--- src/rtl/change_dispenser_if.sv ---
// -----------------------------------------------------------------------------
// change_dispenser_if
//   Groups the request, refill, coin-mechanism and status signals of the
//   change dispenser into one bundle. clk and reset are not part of the bundle.
//
//   master modport (the environment / vending controller side):
//     outputs: start, paid[7:0], price[7:0], refill_5/10/20, eject_ack
//     inputs : eject_5/10/20, busy, done, short, fault, remaining[7:0],
//              stock_5/10/20[3:0]
//   slave modport (the dispenser itself): the same signals, opposite direction.
// -----------------------------------------------------------------------------
interface change_dispenser_if;
    logic       start;
    logic [7:0] paid;
    logic [7:0] price;
    logic       refill_5;
    logic       refill_10;
    logic       refill_20;
    logic       eject_ack;

    logic       eject_5;
    logic       eject_10;
    logic       eject_20;
    logic       busy;
    logic       done;
    logic       short;
    logic       fault;
    logic [7:0] remaining;
    logic [3:0] stock_5;
    logic [3:0] stock_10;
    logic [3:0] stock_20;

    modport master (
        output start, paid, price, refill_5, refill_10, refill_20, eject_ack,
        input  eject_5, eject_10, eject_20, busy, done, short, fault,
               remaining, stock_5, stock_10, stock_20
    );

    modport slave (
        input  start, paid, price, refill_5, refill_10, refill_20, eject_ack,
        output eject_5, eject_10, eject_20, busy, done, short, fault,
               remaining, stock_5, stock_10, stock_20
    );
endinterface

--- src/rtl/change_dispenser.sv ---
// -----------------------------------------------------------------------------
// change_dispenser
//   Pays out change (paid - price) with coins of 20, 10 and 5 units, choosing
//   the largest coin that fits and is in stock, one coin at a time. Every coin
//   is requested on a one-hot eject line and held until the coin mechanism
//   acknowledges it; a missing acknowledge within ACK_TIMEOUT cycles locks the
//   block in a sticky fault until reset. Coin stocks (0..15) are refilled by
//   single-cycle pulses at any time.
//
//   Parameters
//     INIT_STOCK   coins of each denomination loaded at reset (0..15)
//     ACK_TIMEOUT  cycles an eject request may wait for eject_ack (1..255)
//
//   Ports
//     clk          rising-edge clock
//     reset        asynchronous, active-high reset
//     bus          change_dispenser_if.slave:
//                    start/paid/price    dispense request
//                    refill_5/10/20      add one coin to a stock
//                    eject_ack           coin released by the mechanism
//                    eject_5/10/20       one-hot coin release request
//                    busy/done/short     progress and result
//                    fault               sticky acknowledge-timeout flag
//                    remaining           change still owed
//                    stock_5/10/20       current coin counts
// -----------------------------------------------------------------------------
module change_dispenser #(
    parameter int INIT_STOCK  = 4,
    parameter int ACK_TIMEOUT = 255
) (
    input  logic              clk,
    input  logic              reset,
    change_dispenser_if.slave bus
);

    typedef enum logic [2:0] {
        IDLE,
        SELECT,
        EJECT,
        DONE,
        FAULT
    } state_t;

    localparam logic [3:0] INIT_COUNT   = 4'(INIT_STOCK);
    localparam logic [3:0] STOCK_MAX    = 4'd15;
    // The timer starts at 0 on entry to EJECT, so the request has been
    // outstanding ACK_TIMEOUT cycles when the timer holds ACK_TIMEOUT-1.
    localparam logic [7:0] TIMEOUT_LAST = 8'(ACK_TIMEOUT - 1);

    // Index 0 = 5-unit coin, 1 = 10-unit coin, 2 = 20-unit coin throughout.
    localparam logic [7:0] COIN_VALUE [3] = '{8'd5, 8'd10, 8'd20};

    state_t     state_reg;
    logic [7:0] remaining_reg;
    logic [2:0] eject_reg;
    logic       busy_reg;
    logic       done_reg;
    logic       short_reg;
    logic       fault_reg;
    logic [7:0] timer_reg;

    logic [3:0] stock_cnt [3];
    logic [2:0] refill;
    logic [2:0] avail;
    logic [2:0] take;
    logic [2:0] pick;
    logic [7:0] taken_value;

    assign refill = {bus.refill_20, bus.refill_10, bus.refill_5};

    // -------------------------------------------------------------------------
    // Per-denomination logic: eligibility, ack-driven decrement, stock counter.
    // -------------------------------------------------------------------------
    genvar gi;
    generate
        for (gi = 0; gi < 3; gi++) begin : g_coin
            logic [3:0] count_reg;

            // Eligibility uses the registered stock, so a refill landing in a
            // SELECT cycle only influences the following decision.
            assign avail[gi] = (count_reg != 4'd0) &&
                               (remaining_reg >= COIN_VALUE[gi]);

            // A coin leaves the stock only on an acknowledged request for it.
            assign take[gi]  = (state_reg == EJECT) && bus.eject_ack &&
                               eject_reg[gi];

            always_ff @(posedge clk or posedge reset) begin
                if (reset) begin
                    count_reg <= INIT_COUNT;
                end else begin
                    case ({refill[gi], take[gi]})
                        2'b10: begin
                            // Refill at full stock is dropped.
                            if (count_reg != STOCK_MAX) begin
                                count_reg <= count_reg + 4'd1;
                            end
                        end
                        2'b01: begin
                            count_reg <= count_reg - 4'd1;
                        end
                        // Refill and payout of the same coin cancel out.
                        default: begin
                            count_reg <= count_reg;
                        end
                    endcase
                end
            end

            assign stock_cnt[gi] = count_reg;
        end
    endgenerate

    // Greedy choice: largest eligible coin wins.
    always_comb begin
        pick = 3'b000;
        if (avail[2]) begin
            pick = 3'b100;
        end else if (avail[1]) begin
            pick = 3'b010;
        end else if (avail[0]) begin
            pick = 3'b001;
        end
    end

    // Value of the coin currently being requested (eject_reg is one-hot).
    always_comb begin
        taken_value = 8'd0;
        for (int i = 0; i < 3; i++) begin
            if (eject_reg[i]) begin
                taken_value = taken_value | COIN_VALUE[i];
            end
        end
    end

    // -------------------------------------------------------------------------
    // Control FSM with registered outputs.
    // -------------------------------------------------------------------------
    always_ff @(posedge clk or posedge reset) begin
        if (reset) begin
            state_reg     <= IDLE;
            remaining_reg <= 8'd0;
            eject_reg     <= 3'b000;
            busy_reg      <= 1'b0;
            done_reg      <= 1'b0;
            short_reg     <= 1'b0;
            fault_reg     <= 1'b0;
            timer_reg     <= 8'd0;
        end else begin
            done_reg <= 1'b0;
            case (state_reg)
                IDLE: begin
                    if (bus.start) begin
                        remaining_reg <= (bus.paid >= bus.price) ?
                                         (bus.paid - bus.price) : 8'd0;
                        short_reg     <= 1'b0;
                        busy_reg      <= 1'b1;
                        state_reg     <= SELECT;
                    end
                end

                SELECT: begin
                    if (remaining_reg == 8'd0) begin
                        done_reg  <= 1'b1;
                        state_reg <= DONE;
                    end else if (pick != 3'b000) begin
                        eject_reg <= pick;
                        timer_reg <= 8'd0;
                        state_reg <= EJECT;
                    end else begin
                        // Owed amount cannot be formed from what is in stock;
                        // remaining keeps the unpaid balance.
                        short_reg <= 1'b1;
                        done_reg  <= 1'b1;
                        state_reg <= DONE;
                    end
                end

                EJECT: begin
                    if (bus.eject_ack) begin
                        remaining_reg <= remaining_reg - taken_value;
                        eject_reg     <= 3'b000;
                        state_reg     <= SELECT;
                    end else if (timer_reg == TIMEOUT_LAST) begin
                        eject_reg <= 3'b000;
                        fault_reg <= 1'b1;
                        busy_reg  <= 1'b0;
                        state_reg <= FAULT;
                    end else begin
                        timer_reg <= timer_reg + 8'd1;
                    end
                end

                DONE: begin
                    busy_reg  <= 1'b0;
                    state_reg <= IDLE;
                end

                FAULT: begin
                    // Locked until reset.
                    state_reg <= FAULT;
                end

                default: begin
                    eject_reg <= 3'b000;
                    busy_reg  <= 1'b0;
                    state_reg <= IDLE;
                end
            endcase
        end
    end

    assign bus.eject_5   = eject_reg[0];
    assign bus.eject_10  = eject_reg[1];
    assign bus.eject_20  = eject_reg[2];
    assign bus.busy      = busy_reg;
    assign bus.done      = done_reg;
    assign bus.short     = short_reg;
    assign bus.fault     = fault_reg;
    assign bus.remaining = remaining_reg;
    assign bus.stock_5   = stock_cnt[0];
    assign bus.stock_10  = stock_cnt[1];
    assign bus.stock_20  = stock_cnt[2];

endmodule
--- src/flat_wrapper.sv ---
// flat-port wrapper written by rule: the top's interface ports become plain ports
module change_dispenser_flat 
#(
    parameter int INIT_STOCK  = 4,
    parameter int ACK_TIMEOUT = 255
)
  (clk, reset, bus_start, bus_paid, bus_price, bus_refill_5, bus_refill_10, bus_refill_20, bus_eject_ack, bus_eject_5, bus_eject_10, bus_eject_20, bus_busy, bus_done, bus_short, bus_fault, bus_remaining, bus_stock_5, bus_stock_10, bus_stock_20);
  change_dispenser_if bus_i ();
  input  logic clk;
  input  logic reset;
  input wire logic [$bits(bus_i.start)-1:0] bus_start;
  input wire logic [$bits(bus_i.paid)-1:0] bus_paid;
  input wire logic [$bits(bus_i.price)-1:0] bus_price;
  input wire logic [$bits(bus_i.refill_5)-1:0] bus_refill_5;
  input wire logic [$bits(bus_i.refill_10)-1:0] bus_refill_10;
  input wire logic [$bits(bus_i.refill_20)-1:0] bus_refill_20;
  input wire logic [$bits(bus_i.eject_ack)-1:0] bus_eject_ack;
  output wire logic [$bits(bus_i.eject_5)-1:0] bus_eject_5;
  output wire logic [$bits(bus_i.eject_10)-1:0] bus_eject_10;
  output wire logic [$bits(bus_i.eject_20)-1:0] bus_eject_20;
  output wire logic [$bits(bus_i.busy)-1:0] bus_busy;
  output wire logic [$bits(bus_i.done)-1:0] bus_done;
  output wire logic [$bits(bus_i.short)-1:0] bus_short;
  output wire logic [$bits(bus_i.fault)-1:0] bus_fault;
  output wire logic [$bits(bus_i.remaining)-1:0] bus_remaining;
  output wire logic [$bits(bus_i.stock_5)-1:0] bus_stock_5;
  output wire logic [$bits(bus_i.stock_10)-1:0] bus_stock_10;
  output wire logic [$bits(bus_i.stock_20)-1:0] bus_stock_20;
  assign bus_i.start = bus_start;
  assign bus_i.paid = bus_paid;
  assign bus_i.price = bus_price;
  assign bus_i.refill_5 = bus_refill_5;
  assign bus_i.refill_10 = bus_refill_10;
  assign bus_i.refill_20 = bus_refill_20;
  assign bus_i.eject_ack = bus_eject_ack;
  assign bus_eject_5 = bus_i.eject_5;
  assign bus_eject_10 = bus_i.eject_10;
  assign bus_eject_20 = bus_i.eject_20;
  assign bus_busy = bus_i.busy;
  assign bus_done = bus_i.done;
  assign bus_short = bus_i.short;
  assign bus_fault = bus_i.fault;
  assign bus_remaining = bus_i.remaining;
  assign bus_stock_5 = bus_i.stock_5;
  assign bus_stock_10 = bus_i.stock_10;
  assign bus_stock_20 = bus_i.stock_20;
  change_dispenser #(.INIT_STOCK(INIT_STOCK), .ACK_TIMEOUT(ACK_TIMEOUT)) u_core (.clk(clk), .reset(reset), .bus(bus_i));
endmodule
--- config.mk ---
export PLATFORM = sky130hd
export DESIGN_NAME = change_dispenser_flat
export DESIGN_NICKNAME = d
export VERILOG_FILES = /design/src/rtl/change_dispenser_if.sv /design/src/rtl/change_dispenser.sv /design/src/flat_wrapper.sv
export SDC_FILE = /design/constraint.sdc
export NUM_CORES = 1
export LEC_CHECK = 0
export CORE_MARGIN = 1
export CORE_UTILIZATION = 45
export CTS_CLUSTER_DIAMETER = 30
export CTS_CLUSTER_SIZE = 20
export DETAILED_ROUTE_END_ITERATION = 12
export PLACE_DENSITY = 0.82
export SLEW_MARGIN = 10
export SYNTH_ARGS = -nofsm -noshare
export SYNTH_HDL_FRONTEND = slang
export SYNTH_SLANG_ARGS = --single-unit
--- constraint.sdc ---
create_clock -name clk -period 5 [get_ports clk]
set_input_delay 1 -clock clk [delete_from_list [all_inputs] [get_ports clk]]
set_output_delay 1 -clock clk [all_outputs]
set_load 0.01 [all_outputs]
Word level (Yosys, flattened, before mapping)
Index checks and enable logic that the tools add are counted.
{ "classes": {"n_addsub": 9, "order_cmp": 4, "eq_ne": 26, "mux": 43, "bitwise_logic": 3, "reduce_logical": 31} }
{ "ops": {"columns": ["operator", "n"], "rows": [
  ["$mux W8", 7],
  ["$mux W3", 11],
  ["$pmux W8 S2", 2],
  ["$pmux W4 S2", 3],
  ["$mux W4", 4],
  ["$ne A2 B2 Y1 const B", 7],
  ["$add A4 B1 Y4 const B", 3],
  ["$ne A4 B4 Y1 const B", 3],
  ["$pmux W3 S4", 1],
  ["$reduce_and A4 Y1", 3],
  ["$reduce_bool A2 Y1", 6],
  ["$reduce_bool A4 Y1", 3],
  ["$sub A4 B1 Y4 const B", 3],
  ["$mux W1", 11],
  ["$pmux W3 S3", 1],
  ["$add A8 B1 Y8 const B", 1],
  ["$eq A8 B8 Y1 const B", 1],
  ["$ge A8 B3 Y1 const B", 1],
  ["$ge A8 B4 Y1 const B", 1],
  ["$ge A8 B5 Y1 const B", 1],
  ["$ge A8 B8 Y1", 1],
  ["$logic_not A8 Y1", 1],
  ["$ne A2 B1 Y1 const B", 4],
  ["$reduce_and A2 Y1", 4],
  ["19 further kinds", 33]
]} }
{ "word_totals": {"regBits": 38} }

Depth between registers and ports, before layout
Gate-level depths: netlist of the first run.
{ "logic_depth": {"word_depth": 9, "depth_mapped": 10, "depth_no_buf": 10} }

Worst setup path after synthesis of the first run
No wires, ideal clock.
{ "synth_timing": {"kind": "input-to-reg", "from": "input port bus_paid[0]", "to": "register u_core.remaining_reg[4], in the netlist u_core.bus.remaining[4]", "arrival_ns": 2.743, "t_required_ns": 4.874, "setup_slack_ns": 2.131, "stages": 10, "cell_sequence": "inv_1 -> ha_1 -> inv_1 -> fa_1 -> a211oi_1 -> o21ai_1 -> a21oi_1 -> o21ai_1 -> nor2b_1 -> a221o_1"} }
{ "synth_between": {"elab_chain_cells": 4, "word_cells_on_any_way": 5, "cone_classes": "add/sub: 1; order compare: 1; mux: 3"} }
{ "synth_lines": {"columns": ["element", "line", "source"], "rows": [
  ["start, declared", "flat_wrapper.sv:12", "input wire logic [$bits(bus_i.paid)-1:0] bus_paid;"],
  ["$sub A8 B8 Y8 or $ge A8 B8 Y1 (tied branches)", "change_dispenser.sv:155, change_dispenser.sv:154", null],
  ["$mux W8 (*)", "change_dispenser.sv:154", "remaining_reg <= (bus.paid >= bus.price) ?"],
  ["$mux W8 (*)", "change_dispenser.sv:153", "if (bus.start) begin"],
  ["$pmux W8 S2 (*)", "change_dispenser.sv:151", "case (state_reg)"],
  ["end signal, assigned", "change_dispenser.sv:154", null],
  ["end signal, assigned", "change_dispenser.sv:181", "remaining_reg <= remaining_reg - taken_value;"],
  ["end, declared", "change_dispenser.sv:54", "logic [7:0] remaining_reg;"]
]} }
Mark *: on every way between the ends. The rest lies on a longest branch, timed or not. The select of a mux whose other input is x is not followed.
A chain may end at the register's enable or synchronous reset.

Worst setup path in the final report of the first run
{ "layout_timing": {"from": "input port bus_eject_ack", "to": "register u_core.g_coin[1].count_reg[3], in the netlist u_core.bus.stock_10[3]"} }
{ "layout_between": {"elab_chain_cells": 5, "word_cells_on_any_way": 8, "cone_classes": "eq/ne: 3; mux: 1; reduce/logical: 4"} }
{ "layout_lines": {"columns": ["element", "line", "source"], "rows": [
  ["start, declared", "flat_wrapper.sv:17", "input wire logic [$bits(bus_i.eject_ack)-1:0] bus_eject_ack;"],
  ["$logic_and A1 B1 Y1 (*) (2 in a row)", "change_dispenser.sv:85", "assign take[gi] = (state_reg == EJECT) && bus.eject_ack &&"],
  ["$eq A2 B2 Y1 or $eq A2 B1 Y1 (tied branches)", "change_dispenser.sv:92", "case ({refill[gi], take[gi]})"],
  ["$ne A2 B1 Y1 (no source line) or $reduce_bool A2 Y1 (tied branches)", null, null],
  ["$reduce_and A2 Y1 (no source line)", null, null],
  ["end signal, assigned", "change_dispenser.sv:96", "count_reg <= count_reg + 4'd1;"],
  ["end signal, assigned", "change_dispenser.sv:100", "count_reg <= count_reg - 4'd1;"],
  ["end signal, assigned", "change_dispenser.sv:104", "count_reg <= count_reg;"],
  ["end, declared", "change_dispenser.sv:77", "logic [3:0] count_reg;"]
]} }
Mark *: on every way between the ends. The rest lies on a longest branch, timed or not.

==> results of run 1 <==
==> synth_stat cells, drive strengths merged (4+ instances only) <==
cell	instances	area share, %
dfrtp	35	31
inv	32	4.3
nor2	24	3.2
o21ai	24	4.3
a21oi	23	4.5
ha	21	9.4
nand2	21	2.8
nand3	11	2.0
xor2	9	2.8
a31oi	7	1.8
a21o	6	1.6
nor2b	6	1.3
nor4	6	2.4
a211oi	5	1.3
fa	5	3.6
nand4	5	1.1
nor3b	5	1.8
o21a	5	1.3
or2	5	1.1
xnor2	5	1.6
a221o	4	1.4
o31ai	4	1.1
or3	4	0.90
==> how the worst max path moves through the flow <==
stage,to
2_1_floorplan,u_core.bus.remaining[4]$_DFFE_PP0P_
4_1_cts,u_core.bus.stock_10[3]$_DFFE_PP0P_
3_5_place_dp,u_core.bus.stock_10[3]$_DFFE_PP0P_
5_1_grt,u_core.bus.stock_10[3]$_DFFE_PP0P_
3_3_place_gp,u_core.bus.stock_20[3]$_DFFE_PP0P_
6_report,u_core.bus.stock_10[3]$_DFFE_PP0P_
==> cell families after synthesis <==
family,synth area share [%]
and+or+nand+nor,19.6
AOI/OAI and AO/OA,21.5
buffers and inverters,5.66
DFF,34.3
adders and majority gates,13.0
xor gates and xnor gates,4.40
muxes,1.48
==> power by group <==
part | internal, mW | total [mW] | switching, mW
Combinational | 0.540 | 1.09 | 0.552
Clock | 0.111 | 0.230 | 0.119
Sequential | 0.431 | 0.605 | 0.174
==> critical path, delay by kind of cell <==
kind	cells	cell delay, ns
adders and majority gates	1	0.23
muxes	1	0.29
and+or+nand+nor	3	0.99
buffers and inverters	2	0.61
AOI/OAI and AO/OA	2	0.37
xor gates and xnor gates	1	0.17
==> stage by stage <==
stage	hold slack (ns)	utilization, %	cell area, um2	power, mW	instances
floorplan	0.446	-	2790	1.32	309
global placement	0.446	56.1	3340	1.65	428
detailed placement	0.448	56.1	3340	1.70	428
CTS	0.466	57.7	3430	1.93	436
global route	0.493	57.7	3430	2.08	436
finish	0.465	57.7	3430	1.93	436
==> per-layer routing <==
metal	track usage (%)	routed length, um	vias up
met5	0	0	-
met4	6.07	84	0
met3	3.86	334	8
met2	37.1	3020	76
met1	26.5	2830	1200
li1	-	-	1213
==> placed cells by master (no fill, tap or decap), types with 2 or more instances in the layout <==
cell type                         synthesis  layout
sky130_fd_sc_hd__nor3b_1                  4       4
sky130_fd_sc_hd__nor4_1                   4       4
sky130_fd_sc_hd__nor2b_1                  6       6
sky130_fd_sc_hd__and3_1                   3       3
sky130_fd_sc_hd__o31ai_1                  4       4
sky130_fd_sc_hd__a211oi_1                 5       5
sky130_fd_sc_hd__fa_1                     5       5
sky130_fd_sc_hd__o21bai_1                 2       2
sky130_fd_sc_hd__ha_1                    21      21
sky130_fd_sc_hd__or3_1                    4       4
sky130_fd_sc_hd__inv_1                   32      32
sky130_fd_sc_hd__nand3_1                 11      11
sky130_fd_sc_hd__o21a_1                   5       5
sky130_fd_sc_hd__a21oi_1                 20      20
sky130_fd_sc_hd__a21o_1                   6       6
sky130_fd_sc_hd__nand4_1                  5       5
sky130_fd_sc_hd__o31a_1                   3       3
sky130_fd_sc_hd__a41oi_1                  2       2
sky130_fd_sc_hd__nor3_1                   2       2
sky130_fd_sc_hd__a31oi_1                  6       6
sky130_fd_sc_hd__o21ai_1                  2       2
sky130_fd_sc_hd__nand2_1                 21      21
sky130_fd_sc_hd__nand2b_1                 2       2
sky130_fd_sc_hd__mux2i_1                  3       3
sky130_fd_sc_hd__a22o_1                   2       2
sky130_fd_sc_hd__nor2_1                  24      24
sky130_fd_sc_hd__clkbuf_8                 0       6
sky130_fd_sc_hd__a211o_1                  2       2
sky130_fd_sc_hd__xor2_1                   9       9
sky130_fd_sc_hd__xnor2_1                  5       5
sky130_fd_sc_hd__dfstp_2                  3       3
sky130_fd_sc_hd__o21ai_0                 22      22
sky130_fd_sc_hd__or2_2                    5       5
sky130_fd_sc_hd__a21oi_2                  3       3
sky130_fd_sc_hd__dfrtp_1                 35      35
sky130_fd_sc_hd__nor4_4                   2       2
sky130_fd_sc_hd__a221o_1                  4       4
sky130_fd_sc_hd__clkdlybuf4s50_1          0      49
==> area by class of cell <==
class / count / area (um2) / share of cell area [%]
sequential: 38 / 955 / 27.8
multi-input combinational: 233 / 1670 / 48.7
tap: 75 / 93.8 / 2.73
clock inverter: 2 / 12.5 / 0.364
inverter: 32 / 120 / 3.50
clock buffer: 6 / 82.6 / 2.40
timing repair buffer: 50 / 498 / 14.5
==> results.toml, run 1 <==
[clock_network]
postCtsSetupBuffers = 0
cts_tree = "done"
cts.root.buffer_cell = "sky130_fd_sc_hd__clkbuf_8"
clkSinkCount = 38
insertion_delay_to_the_later_sink_of_the_worst_skew_pair_ns = 0.30
cts.hold.buffers_added = 0
clock_pin_slew_of_the_registers_on_the_worst_case_setup_and_hold_paths_ns = 0.08
clockBufferDepth = 2
cts_made_buffers = 5
postCtsResizedCells = 0
cts_htree_levels = 2

[critical_path]
endpoint_of_the_worst_slack_reg_to_reg_timing_path = "u_core.bus.stock_10[3]$_DFFE_PP0P_"
critical_path_required_ns = 5.23
startpoint_type = "input pin"
crit_path_max_fanout = 5
worst_path_largest_cell_delay_ns = 0.52
source_of_the_worst_register_to_register_timing_path = "u_core.state_reg[2]$_DFFE_PP0P_"
reg2reg_slack_ns = 2.22
worst-endpoint-arrival_ns = 3.65
timing.critical_path.slowest_stage_cell = "sky130_fd_sc_hd__clkdlybuf4s50_1"
crit_start = "bus_eject_ack"
timing.reg2reg.worst_path_depth = 9
end_kind = "register"
cell_chain_critical_path = "clkdlybuf4s50_1 -> nor4bb_2 -> nand2_1 -> or2_2 -> inv_1 -> ha_1 -> a21o_1 -> a21oi_1 -> mux2i_1 -> xor2_1"
critical_path_class = "input pin to register"

[drt]
routed_wirelength_um = 6270
drt_iter0_markers = 199
remaining_drc_errors = 0
route.antenna.remaining_nets = 0
vias_after_detailed_routing = 2497
dr.pass1.iters = 4
drt-vias-per-instance = 5.73
drt-wirelength-per-cell_um = 14.4

[die]
total_core_area_um2 = 5960
floorplan.initialDensity_pct = 46.8
floorplan_die_area_um2 = 6510
rows = 28
floorplan.die.height_um = 80.7
ioPinCount = 50
die_w_um = 80.7

[yosys]
synth_edf_count = 0
synth.yosys.seq_area_share_pct = 34.3
syn_area_per_cell_um2 = 9.01
instance_count_of_the_mapped_netlist = 309
postSynthNetCount = 358
yosys_warnings = 0
netlist-cell-type-count = 48
synthArstFlopShare_pct = 100
mapped_cell_area_um2 = 2790
ys_seq_elements = 38
synth-main-ff-cell = "sky130_fd_sc_hd__dfrtp_1"

[global_routing]
track_usage_pct = 21.2
first_global_vias = 2431
grt_first_pass_wirelength_um = 10800
antenna_found_initial = 0
grt_overflow = 0
grt_max_degree = 39

[sta]
tns_ns = 0
hold_viol_final = 0
max-slew-margin-rel_pct = 60.6
timing.final.max_slew_violations = 0
slew_worst_pin_ns = 0.582
layout_setup_ws_ns = 1.58
finalClockSkew_ns = 0.00310
grt_setup_unrepaired = "false"
period_needed_ns = 3.42
setup_violations = 0
maxClockFrequency_mhz = 292
post-route-period-util_pct = 68.5

[placed_design]
dp_hpwl_um = 4760
buffer_ports.inserted = 49
routability_congestion_estimate = 0.864
post-place-ws_ns = 1.20

[run_status]
status = "complete, no violations"

[finish]
antenna_cells = 0
final.fill_count = 548
numnets_final = 409
drive_gt1_share_pct = 7.20
layout-area-overhead-vs-synth_pct = 23.3

[min_path]
holdPathStages = 1
hold_class = "register to register"
holdPathEnd = "u_core.bus.fault$_DFFE_PP0P_"
hold_path.startpoint = "u_core.bus.fault$_DFFE_PP0P_"

[flow_run]
max_cap_violations = 0

[pwr]
ir_worst_vdd_mv = 0.282
power.density_cell_area_nw_per_um2 = 561
cellLeakagePower_nw = 1.56
(Power assumes the default switching activity.)
==> run 2: changes to the inputs <==
PLACE_DENSITY = 0.85   (was 0.82)
clock period = 2.85 ns   (was 5 ns; I/O delays follow)
==> run 2 against run 1 <==
  * Die area stayed put
  * Critical endpoint is now u_core.bus.remaining[5]$_DFFE_PP0P_
  * Global-route usage is 0.11 points higher
  * Non-clock buffer count is 16 higher
  * Critical path type unchanged
==> results.toml, run 2 (synthesis results as in run 1) <==
[pwr]
power.density_cell_area_nw_per_um2 = 963
seq_power_share_pct = 31.0
part_of_the_power_in_combinational_logic_pct = 57.6
cellLeakagePower_nw = 1.64
clock_power_share_pct = 11.4
power_switching_mw = 1.48
ir_worst_vdd_mv = 0.482
cell_internal_pwr_mw = 1.95
sw_frac_of_total_pct = 43.3

[sta]
tns_ns = 0
max-slew-margin-rel_pct = 56.2
timing.final.max_slew_violations = 0
post-route-period-util_pct = 93.7
period_needed_ns = 2.67
hold_viol_final = 0
finalClockSkew_ns = 0.00607
setup_violations = 0
grt_setup_unrepaired = "false"
maxClockFrequency_mhz = 374
slew_worst_pin_ns = 0.655

[placed_design]
buffer_ports.inserted = 49
dp_hpwl_um = 4980
routability_congestion_estimate = 0.830
placed_cells = 444

[global_routing]
grt_overflow = 0
grt_max_degree = 39
track_usage_pct = 21.3
first_global_vias = 2412
grt_first_pass_wirelength_um = 10900
antenna_found_initial = 0

[critical_path]
timing.critical_path.slowest_stage_cell = "sky130_fd_sc_hd__clkdlybuf4s50_1"
endpoint_of_the_worst_slack_reg_to_reg_timing_path = "u_core.bus.stock_20[3]$_DFFE_PP0P_"
reg2reg_slack_ns = 0.33
source_of_the_worst_register_to_register_timing_path = "u_core.state_reg[2]$_DFFE_PP0P_"
timing.reg2reg.worst_path_depth = 9
critical_path_required_ns = 3.02
crit_start = "bus_price[0]"
worst_path_largest_cell_delay_ns = 0.47
startpoint_type = "input pin"
cell_chain_critical_path = "clkdlybuf4s50_1 -> ha_1 -> inv_1 -> fa_1 -> a211oi_1 -> o21ai_1 -> a21oi_1 -> o21ai_1 -> nor2b_1 -> a221o_1"
end_kind = "register"
path_common_cell = "sky130_fd_sc_hd__o21ai_1"
critical_path_class = "input pin to register"
crit_path_max_fanout = 4
worst-endpoint-arrival_ns = 2.84

[clock_network]
clkSinkCount = 38
cts_htree_levels = 2
postCtsSetupBuffers = 0
insertion_delay_to_the_later_sink_of_the_worst_skew_pair_ns = 0.29
clockBufferDepth = 2
cts.hold.buffers_added = 0
postCtsResizedCells = 0
clock_pin_slew_of_the_registers_on_the_worst_case_setup_and_hold_paths_ns = 0.08
cts_tree = "done"
cts_made_buffers = 5
cts.root.buffer_cell = "sky130_fd_sc_hd__clkbuf_8"

[die]
total_core_area_um2 = 5960
floorplan.die.height_um = 80.7
rows = 28
die_w_um = 80.7
floorplan.initialDensity_pct = 46.8
floorplan_die_area_um2 = 6510
ioPinCount = 50

[finish]
drive_gt1_share_pct = 11.1
layout-area-overhead-vs-synth_pct = 27.9
final_cells = 452
numnets_final = 425
most_common_cell_after_layout_fill_and_taps_aside = "sky130_fd_sc_hd__clkdlybuf4s50_1"
antenna_cells = 0
most-common-layout-cells = "sky130_fd_sc_hd__clkdlybuf4s50_1, sky130_fd_sc_hd__dfrtp_1, sky130_fd_sc_hd__inv_1"

[drt]
routed_wirelength_um = 6470
drt_iter0_markers = 207
route.antenna.remaining_nets = 0
drt-wirelength-per-cell_um = 14.3
dr.pass1.iters = 5
drt-vias-per-instance = 5.74
remaining_drc_errors = 0
vias_after_detailed_routing = 2595

[run_status]
status = "complete, no violations"

[flow_run]
max_cap_violations = 0

[min_path]
hold_class = "register to register"
hold_path.startpoint = "u_core.bus.fault$_DFFE_PP0P_"
holdPathStages = 1
holdPathEnd = "u_core.bus.fault$_DFFE_PP0P_"
## run 2: worst max path at each step
| stage | to | cells past startpoint |
|---|---|---|
| 3_5_place_dp | u_core.bus.stock_20[3]$_DFFE_PP0P_ | 10 |
| 2_1_floorplan | u_core.bus.remaining[4]$_DFFE_PP0P_ | 10 |
| 3_3_place_gp | u_core.bus.stock_20[3]$_DFFE_PP0P_ | 10 |
| 5_1_grt | u_core.bus.remaining[5]$_DFFE_PP0P_ | 10 |
| 4_1_cts | u_core.bus.stock_20[3]$_DFFE_PP0P_ | 10 |
| 6_report | u_core.bus.remaining[5]$_DFFE_PP0P_ | 10 |
## run 2: cell type report
cell class / count / area (um2)
clock buffer: 6 / 82.6
clock inverter: 2 / 12.5
fill: 518 / 2390
inverter: 32 / 120
multi-input combinational: 233 / 1680
sequential: 38 / 955
tap: 75 / 93.8
timing repair buffer: 66 / 618
## run 2: worst max-delay path, delay by kind of cell
kind	cells	cell delay, ns
and+or+nand+nor	1	0.18
buffers and inverters	2	0.53
adders and majority gates	2	0.55
AOI/OAI and AO/OA	5	1.01
## run 2: power groups by stage
stage | clock network (mW) | logic [mW] | registers (mW)
final | 0.391 | 1.98 | 1.06
after CTS | 0.400 | 1.97 | 1.06
after floorplan | 0 | 1.26 | 1.06
after global placement | 0 | 1.88 | 1.06
after detailed placement | 0 | 1.95 | 1.07
after global routing | 0.426 | 2.20 | 1.11
## run 2: metal layers
layer | part of all wire (%) | vias to the layer above | wire length, um | track usage, %
li1 | - | 1237 | - | -
met1 | 44 | 1253 | 2840 | 27.1
met2 | 50 | 96 | 3220 | 38.1
met3 | 5.4 | 9 | 348 | 2.95
met4 | 0.82 | 0 | 53 | 4.46
met5 | 0 | - | 0 | 0
## run 2: per-stage QoR
stage / setup slack [ns] / area [um2] / total power [mW] / utilization [%] / hold WS [ns]
floorplan: 0.411 / 2790 / 2.32 / - / 0.446
global placement: -0.0987 / 3460 / 2.94 / 58.1 / 0.448
detailed placement: -0.233 / 3460 / 3.03 / 58.1 / 0.449
CTS: 0.0401 / 3550 / 3.43 / 59.7 / 0.468
global route: 0.0252 / 3560 / 3.73 / 59.8 / 0.493
finish: 0.179 / 3560 / 3.43 / 59.8 / 0.465
==> run 3: changes to the inputs <==
ABC_AREA = 1   (was unset)
CORE_UTILIZATION = 49   (was 45)
PLACE_DENSITY = 0.89   (was 0.85)
==> run 3 against run 2 <==
  * Die area down 1.1%
  * Sequential share of layout area down 0.86 points
  * Via count up 14%
  * Non-clock buffer count down 12
  * Worst hold slack better by 0.020 ns
  * Wire length up 8.1%
  * Register-to-register slack better by 0.31 ns
  * Sequential power down 6%
  * Clock skew up 0.0017 ns
  * Final cell count up 24%
  * Critical path depth up 3
==> results.toml, run 3 <==
[finish]
layout-area-overhead-vs-synth_pct = 22.7
final_cells = 562
fin_util_pct = 62.2
most-common-layout-cells = "sky130_fd_sc_hd__nand2_1, sky130_fd_sc_hd__inv_1, sky130_fd_sc_hd__clkdlybuf4s50_1"
seqCellArea_um2 = 955
stdcell_area_um2 = 3680
most_common_cell_after_layout_fill_and_taps_aside = "sky130_fd_sc_hd__nand2_1"
numnets_final = 535
multi_input_gate_area_um2 = 1760
antenna_cells = 0
final.fill_count = 520
drive_gt1_share_pct = 7.60

[sta]
tns_ns = 0
maxClockFrequency_mhz = 402
max-slew-margin-rel_pct = 71.9
setup_violations = 0
final.hold.worst_slack_ns = 0.484
finalClockSkew_ns = 0.00772
period_needed_ns = 2.49
layout_setup_ws_ns = 0.362
grt_setup_unrepaired = "false"
timing.final.max_slew_violations = 0
slew_worst_pin_ns = 0.420
post-route-period-util_pct = 87.3
hold_viol_final = 0

[yosys]
synth_most_common_cell = "sky130_fd_sc_hd__nand2_1"
synthDominantCellAreaShare_pct = 29.2
postSynthNetCount = 477
yosysTopAreaCell = "sky130_fd_sc_hd__dfrtp_1"
post_synth_main_area_contributors = "sky130_fd_sc_hd__dfrtp_1, sky130_fd_sc_hd__nand2_1, sky130_fd_sc_hd__ha_1, sky130_fd_sc_hd__inv_1, sky130_fd_sc_hd__nand3_1"
instance_count_of_the_mapped_netlist = 428
yosys_warnings = 0
syn_area_per_cell_um2 = 7.01
synth.yosys.seq_area_share_pct = 31.8
mapped_cell_area_um2 = 3000
ys_seq_elements = 38
synthArstFlopShare_pct = 100
post_synth_top_cells = "sky130_fd_sc_hd__nand2_1, sky130_fd_sc_hd__inv_1, sky130_fd_sc_hd__nor2_1, sky130_fd_sc_hd__nand3_1, sky130_fd_sc_hd__dfrtp_1"
synth-main-ff-cell = "sky130_fd_sc_hd__dfrtp_1"
synth_edf_count = 0
netlist-cell-type-count = 33

[clock_network]
cts_htree_levels = 2
cts.hold.buffers_added = 0
cts_made_buffers = 5
clock_pin_slew_of_the_registers_on_the_worst_case_setup_and_hold_paths_ns = 0.07
postCtsSetupBuffers = 0
clkSinkCount = 38
cts_tree = "done"
postCtsResizedCells = 0
insertion_delay_to_the_later_sink_of_the_worst_skew_pair_ns = 0.29
cts.root.buffer_cell = "sky130_fd_sc_hd__clkbuf_8"
clockBufferDepth = 2

[die]
floorplan.die.height_um = 80.2
die_w_um = 80.2
floorplan.initialDensity_pct = 50.7
total_core_area_um2 = 5920
floorplan_die_area_um2 = 6440
rows = 28
ioPinCount = 50

[placed_design]
placed_cells = 554
post-place-ws_ns = 0.0603
buffer_ports.inserted = 49
post_dp_cell_area_um2 = 3600
dp_hpwl_um = 5480
routability_congestion_estimate = 0.874

[flow_run]
max_cap_violations = 0

[drt]
remaining_drc_errors = 0
vias_after_detailed_routing = 2956
routed_wirelength_um = 6990
drt-vias-per-instance = 5.26
route.antenna.remaining_nets = 0
dr.pass1.iters = 4
drt_iter0_markers = 199
drt-wirelength-per-cell_um = 12.4

[global_routing]
track_usage_pct = 23.8
grt_max_degree = 22
grt_overflow = 0
globalRouteMet1Util_pct = 29.1
gr-max-usage-layer = "met2"
first_global_vias = 2831
antenna_found_initial = 0
global_route.usage.met3_pct = 3.75
globalRouteMet2Util_pct = 42.7
grt_first_pass_wirelength_um = 12100

[critical_path]
cp_top_family = "simple AND/OR/NAND/NOR gates"
cell_chain_critical_path = "clkdlybuf4s50_1 -> inv_1 -> nor2_4 -> nand2_1 -> or2_4 -> inv_1 -> ha_1 -> nand2_1 -> nor2_1 -> a211oi_1 -> nand2_1 -> o211ai_1 -> nand2_1"
startpoint_type = "input pin"
timing.critical_path.slowest_stage_cell = "sky130_fd_sc_hd__clkdlybuf4s50_1"
path_common_cell = "sky130_fd_sc_hd__nand2_1"
worst-path-buf-inv = 3
critical_path_required_ns = 3.02
worst-endpoint-arrival_ns = 2.66
end_kind = "register"
crit_path_max_fanout = 4
worst_path_largest_cell_delay_ns = 0.49
critical_path_class = "input pin to register"

[pwr]
cellLeakagePower_nw = 1.92
power.density_cell_area_nw_per_um2 = 915
p_total_mw = 3.37
ir_worst_vdd_mv = 0.426

[run_status]
status = "complete, no violations"

[min_path]
hold_class = "register to register"
-- run 3: path summary, 6_finish.rpt --
check | to | slack (ns) | start | cells after the start
max in group asynchronous | u_core.bus.stock_5[2]$_DFFE_PP1P_ | 1.91 | reset | 3
max reg2reg | u_core.bus.stock_5[3]$_DFFE_PP0P_ | 0.64 | u_core.state_reg[2]$_DFFE_PP0P_ | 13
min | u_core.bus.busy$_DFFE_PP0P_ | 0.48 | u_core.bus.busy$_DFFE_PP0P_ | 2
max | u_core.bus.stock_5[3]$_DFFE_PP0P_ | 0.36 | bus_eject_ack | 13
min in group asynchronous | u_core.bus.stock_10[1]$_DFFE_PP0P_ | 0.63 | reset | 3
min reg2reg | u_core.bus.busy$_DFFE_PP0P_ | 0.48 | u_core.bus.busy$_DFFE_PP0P_ | 2
-- run 3: power breakdown --
group,internal (mW),leakage (nW),total (mW),switching [mW]
Combinational,0.862,1.41,2.01,1.15
Sequential,0.754,0.473,1.00,0.249
Clock,0.174,0.0395,0.357,0.183
Total,1.79,1.92,3.37,1.58
-- run 3: tightest hold or removal path: cells and delay by family (launching register included) --
kind             cells  cell delay [ns]
AND/OR/NAND/NOR      2             0.10
flip-flops           1             0.35
-- run 3: layer usage --
layer / part of all wire [%] / up-vias
met2: 51 / 87
met4: 1.7 / 0
met3: 5.8 / 12
met5: 0 / -
met1: 41 / 1374
li1: - / 1483
-- run 3: final cells by class --
cell class | count | area share (%)
Clock buffer | 8 | 2.18
Inverter | 70 | 7.14
Multi-Input combinational cell | 317 | 47.9
Sequential cell | 38 | 25.9
Tap cell | 75 | 2.55
Timing Repair Buffer | 54 | 14.3
-- run 3: cells by family (layout without fill, tap and decap cells) --
group	Yosys count	count (layout)	synth area share, %
buffers and inverters	73	132	9.43
AOI/OAI and AO/OA	33	33	5.88
adders and majority gates	26	26	12.1
xor gates and xnor gates	16	16	4.67
and+or+nand+nor	242	242	36.1
DFF	38	38	31.8
